### config.mk
export PLATFORM = sky130hd
export DESIGN_NAME = half_scale_ctrl
export DESIGN_NICKNAME = d
export VERILOG_FILES = /design/src/rtl/kyber_pkg.sv /design/src/rtl/div2_chain.sv /design/src/rtl/half_scale_ctrl.sv
export SDC_FILE = /design/constraint.sdc
export NUM_CORES = 1
export LEC_CHECK = 0
export BUFFER_PORTS_ARGS = -buffer_cell sky130_fd_sc_hd__buf_2
export CORE_MARGIN = 2
export CORE_UTILIZATION = 50
export CTS_BUF_LIST = sky130_fd_sc_hd__clkbuf_16
export CTS_CLUSTER_SIZE = 30
export DETAILED_ROUTE_END_ITERATION = 6
export PLACE_DENSITY = 0.68
export RECOVER_POWER = 100
export REMOVE_ABC_BUFFERS = 1
export SLEW_MARGIN = 20
export SYNTH_ARGS = -nofsm -noshare
export SYNTH_HDL_FRONTEND = slang
export SYNTH_SLANG_ARGS = --single-unit
### constraint.sdc
create_clock -name clk -period 7.4 [get_ports clk]
set_input_delay 0.37 -clock clk [delete_from_list [all_inputs] [get_ports clk]]
set_output_delay 0.37 -clock clk [all_outputs]
set_load 0.005 [all_outputs]
### src/rtl/kyber_pkg.sv
// Shared Kyber constants, controller state encoding and the single halving step
// used by the 2^-k scaling datapath.
package kyber_pkg;

    localparam int unsigned N         = 256;
    localparam int unsigned AW        = 8;
    localparam int unsigned DW        = 12;
    localparam int unsigned Q         = 3329;
    localparam int unsigned HALF_Q_P1 = 1665;
    localparam int unsigned MAX_SHIFT = 7;
    localparam int unsigned SW        = 3;

    typedef enum logic [1:0] {
        IDLE,
        READ,
        DRAIN,
        DONE
    } state_e;

    // Valid bit and RAM address travelling alongside a coefficient in the pipeline.
    typedef struct packed {
        logic          vld;
        logic [AW-1:0] addr;
    } pipe_tag_t;

    // x/2 mod q: odd values borrow (q+1)/2 so the shifted result stays exact.
    function automatic logic [DW-1:0] half_mod_q(input logic [DW-1:0] x);
        return {1'b0, x[DW-1:1]} + (x[0] ? DW'(HALF_Q_P1) : DW'(0));
    endfunction

endpackage

### src/rtl/div2_chain.sv
// Combinational cascade of MAX_SHIFT halving stages; the shift count picks the tap,
// with shift counts above MAX_SHIFT resolved to the last stage.
module div2_chain
    import kyber_pkg::*;
(
    input  logic [DW-1:0] x,
    input  logic [SW-1:0] k,
    output logic [DW-1:0] y_c
);

    localparam int unsigned NSEL = 1 << SW;

    logic [DW-1:0] stage [MAX_SHIFT+1];
    logic [DW-1:0] sel   [NSEL];

    assign stage[0] = x;

    for (genvar s = 0; s < MAX_SHIFT; s++) begin : g_stage
        assign stage[s+1] = half_mod_q(stage[s]);
    end

    // Every encodable shift count maps to a tap; out-of-range counts clamp.
    for (genvar j = 0; j < NSEL; j++) begin : g_sel
        localparam int unsigned JU  = j;
        localparam int unsigned TAP = (JU > MAX_SHIFT) ? MAX_SHIFT : JU;
        assign sel[j] = stage[TAP];
    end

    assign y_c = sel[k];

endmodule

### src/rtl/half_scale_ctrl.sv
// In-place 2^-k mod q scaling of one polynomial: streams the RAM through the
// halving chain and writes each coefficient back two cycles after its read.
module half_scale_ctrl
    import kyber_pkg::*;
(
    input  logic          clk,
    input  logic          rst,
    input  logic          start,
    input  logic [SW-1:0] shift_cnt,
    output logic          busy,
    output logic          done,
    output logic          range_err,
    output logic          ram_re,
    output logic [AW-1:0] ram_raddr,
    input  logic [DW-1:0] ram_rdata,
    output logic          ram_we,
    output logic [AW-1:0] ram_waddr,
    output logic [DW-1:0] ram_wdata
);

    state_e        state;
    state_e        state_nxt;
    logic          start_ok_c;
    logic [SW-1:0] k_q;
    pipe_tag_t     rd_tag;
    logic [DW-1:0] scaled_c;

    assign start_ok_c = (state == IDLE) && start;

    always_ff @(posedge clk) begin
        if (rst) begin
            state <= IDLE;
        end else begin
            state <= state_nxt;
        end
    end

    // DRAIN ends on the cycle the final write is on the bus with nothing behind it.
    always_comb begin
        state_nxt = state;
        unique case (state)
            IDLE:    if (start) state_nxt = READ;
            READ:    if (ram_raddr == AW'(N - 1)) state_nxt = DRAIN;
            DRAIN:   if (ram_we && !rd_tag.vld) state_nxt = DONE;
            DONE:    state_nxt = IDLE;
            default: state_nxt = IDLE;
        endcase
    end

    // Status and read port are registered from the next state so they align with it.
    always_ff @(posedge clk) begin
        if (rst) begin
            ram_re    <= 1'b0;
            ram_raddr <= '0;
            busy      <= 1'b0;
            done      <= 1'b0;
            k_q       <= '0;
        end else begin
            ram_re <= (state_nxt == READ);
            busy   <= (state_nxt == READ) || (state_nxt == DRAIN);
            done   <= (state_nxt == DONE);
            if (start_ok_c) begin
                ram_raddr <= '0;
                k_q       <= shift_cnt;
            end else if ((state == READ) && (state_nxt == READ)) begin
                ram_raddr <= ram_raddr + AW'(1);
            end
        end
    end

    // Sticky for the pass; cleared only by an accepted start or reset.
    always_ff @(posedge clk) begin
        if (rst) begin
            range_err <= 1'b0;
        end else if (start_ok_c) begin
            range_err <= 1'b0;
        end else if (rd_tag.vld && (ram_rdata >= DW'(Q))) begin
            range_err <= 1'b1;
        end
    end

    div2_chain u_chain (
        .x   (ram_rdata),
        .k   (k_q),
        .y_c (scaled_c)
    );

    // Read-data stage tag, then registered write port.
    always_ff @(posedge clk) begin
        if (rst) begin
            rd_tag    <= '0;
            ram_we    <= 1'b0;
            ram_waddr <= '0;
            ram_wdata <= '0;
        end else begin
            rd_tag.vld  <= ram_re;
            rd_tag.addr <= ram_raddr;
            ram_we      <= rd_tag.vld;
            if (rd_tag.vld) begin
                ram_waddr <= rd_tag.addr;
                ram_wdata <= scaled_c;
            end
        end
    end

endmodule
==> impl_metrics.csv <==
group,metric,value,unit
setup_path,startpoint_type,"input pin",
sta,finalCritPeriodShare,0.9563,
outcome,status,"complete, but fails checks",
synthesis,async_reset_ff_frac,0,
place,placed_area,5804,µm²
power_and_ir_drop,power,2.842,mW
synthesis,ys.flop_type,"dfxtp_1",
cts,clk_latency,0.28,ns
sta,hold_viol,0,
hold_path,min_path_cells,3,
cts,cts_buffers,5,
final_layout,instances_no_fill,826,
place,dp.cells,812,
global_routing,grt_max_degree,41,
final_layout,area_growth,11.65,%
die,die_w,108.1,µm
sta,timing.final.ws_setup,0.3233,ns
detailed_routing,dr.pass1.iters,5,
global_routing,antenna_found_initial,0,
cts,cts.clk_slew.worst_paths,0.06,ns
place,io_buffers,50,
power_and_ir_drop,power.net_switching,1.435,mW
setup_path,arrival,7.29,ns
die,coreArea,10700,µm²
setup_path,cp_common_cell,"ha_1",
sta,worst-slew-pin-transition,1.722,ns
sta,finClkSkew,0.002100,ns
final_layout,nets,743,
die,io_pins,51,
place,pre_cts_slack,-0.06080,ns
setup_path,crit_type,"input pin to flop",
cts,cts.sinks,47,
global_routing,grt_pass1_wl,25050,µm
sta,min_period,7.077,ns
power_and_ir_drop,internal-power,1.408,mW
synthesis,ys_seq_area_frac,0.1736,
power_and_ir_drop,p_leak,2.287,nW
detailed_routing,num_vias,5192,
power_and_ir_drop,powerDensity,469.6,nW/µm²
setup_path,cp.required,7.62,ns
cts,cts_max_level,2,
die,design.die.area,11690,µm²
final_layout,layout-drive-gt1-share,0.1895,
power_and_ir_drop,p_seq_frac,0.095,
global_routing,grt_pass1_vias,4975,
run,drv_cap,2,
synthesis,ys_top_cells_by_area,"dfxtp_1 (17%), ha_1 (9.2%), mux4_2 (5.4%)",
detailed_routing,wirelength,15610,µm
synthesis,ys_ff_latch,47,
global_routing,grt_use_total,0.2683,
die,initial_core_util,0.5068,
synthesis,synth_top_area_frac,0.1736,
setup_path,cp-end-kind,"flop",
power_and_ir_drop,power_frac_comb,0.814,
detailed_routing,wl_per_cell,18.90,µm
setup_path,reg2reg_depth,5,
die,rows,38,
detailed_routing,ant_nets,0,
final_layout,n_antenna_cell,0,
setup_path,cpPeakStageDelay,0.35,ns
sta,slew_viol_final,60,
power_and_ir_drop,clkPwrFrac,0.091,
detailed_routing,dr.first_iter.drc_count,345,
setup_path,worstPathMaxFanout,7,
setup_path,crit_path_top_delay_cell,"ha_1",
synthesis,yosysTopAreaCell,"dfxtp_1",
place,place_congestion,0.9222,
cts,clockBufferDepth,2,
detailed_routing,drc,0,
synthesis,synth_most_common_cell,"nor2_1",
synthesis,synth_cell_types,92,
place,hpwl,11610,µm
synthesis,synth-edff-count,0,
sta,fmax,0.1413,GHz
synthesis,synthTopCellsByCount,"nor2_1 (61), dfxtp_1 (47), nand2_1 (46), ha_1 (40), xnor2_1 (27)",
sta,relSlewSlack,-0.1478,
outcome,violations,"max-capacitance violations, max-slew violations",
sta,setup_viol,0,
synthesis,syn_inst,639,
die,die_h,108.1,µm
synthesis,synth_warnings,0,
synthesis,synthesis.area,5421,µm²
final_layout,fillers,1017,
cts,cts.root.buffer_cell,"clkbuf_16",
detailed_routing,avgViaCountPerCell,6.286,
global_routing,grt-ovfl-total,0,
cts,cts_tree,"done",
hold_path,min-delay-path-class,"input pin to flop",
power_and_ir_drop,switching_share,0.5048,
synthesis,synth_area_per_cell,8.484,µm²
power_and_ir_drop,vdd_drop_max,0.0006598,V
final_layout,final_area,6053,µm²
worst max-delay path, delay by kind of cell:
family                     cells  cell delay (ns)
adders and majority gates     10             2.81
and+or+nand+nor               12             1.69
buffers and inverters          1             0.15
xor gates and xnor gates       6             1.14
AOI/OAI and AO/OA              6             1.12
placed cells by master (no fill, tap or decap), types with 6 or more instances in the layout:
master	netlist	final
dfxtp_1	47	46
buf_4	1	20
xnor2_1	27	23
nand2_1	46	46
inv_1	17	17
nor2_1	61	61
mux4_2	13	13
buf_2	5	27
nor2b_1	16	15
nand3_1	19	19
xnor2_2	4	8
nor3_1	11	11
nand2b_1	6	6
o211ai_1	8	8
a31oi_1	13	12
a21oi_1	20	19
and2_1	12	11
and3_1	10	10
o21ai_0	26	26
ha_1	40	38
mux2i_1	23	23
or3_1	10	10
a21o_1	7	7
nand4_1	16	16
xor2_1	15	13
clkbuf_1	21	23
sequential cells by signal (all words and copies together), names as in the netlist, 2 cells and up:
| signal | cells |
|---|---|
| k_q | 3 |
| ram_raddr | 8 |
| ram_waddr | 8 |
| ram_wdata | 12 |
| rd_tag | 9 |
| state | 2 |
power groups by stage:
stage                     sequential [mW]  combinational (mW)  clock [mW]
after floorplan                     0.280                1.73           0
after CTS                           0.271                2.24       0.262
after global placement              0.276                2.15           0
after detailed placement            0.277                2.22           0
after global routing                0.273                2.52       0.277
final                               0.271                2.31       0.258
worst paths after layout:
kind / from / endpoint / slack, ns
worst max-delay path: ram_rdata[0] / ram_wdata[9] / 0.32
worst min-delay path: shift_cnt[1] / k_q[1] / 0.33
worst max register to register: k_q[1] / ram_wdata[2] / 3.85
worst min register to register: ram_wdata[8] / ram_wdata[8] / 0.46
cell families after synthesis:
family,Yosys count,share of synthesized area
buffers and inverters,50,0.04200
flip-flops,47,0.1736
AND/OR/NAND/NOR,252,0.2566
multiplexers,44,0.1172
XOR/XNOR,50,0.09739
adder cells (fa/ha/maj),40,0.09231
AO/OA/AOI/OAI,156,0.2209
stage by stage:
step	util	hold WS [ns]	setup TNS (ns)
3_3_place_gp	0.5426	0.4443	0
6_report	0.5658	0.3266	0
5_1_grt	0.5658	0.3177	-0.1223
2_1_floorplan	-	0.4367	0
3_5_place_dp	0.5426	0.4463	-0.06080
4_1_cts	0.5586	0.3254	0
final cells by class:
type	count	area, µm²	share of cell area
Clock buffer	5	125.1	0.02067
Tap cell	140	175.2	0.02894
Clock inverter	3	46.29	0.007648
Multi-Input combinational cell	542	4322	0.7139
Inverter	17	63.81	0.01054
Timing Repair Buffer	72	379.1	0.06263
Sequential cell	47	942.2	0.1556
metal layers:
metal | track usage | part of all wire | vias up
li1 | - | - | 2507
met5 | 0 | 0 | -
met2 | 0.4506 | 0.47 | 164
met4 | 0.07418 | 0.023 | 0
met1 | 0.3688 | 0.45 | 2497
met3 | 0.02411 | 0.053 | 24
timing repair:
action / 4_1_cts / 5_1_grt
gates resized for setup: 0 / 16
endpoints found under the setup margin: 0 / 5
hold buffers: 0 / 0
setup buffers: 0 / 6
Power figures use the tool's default switching activity.
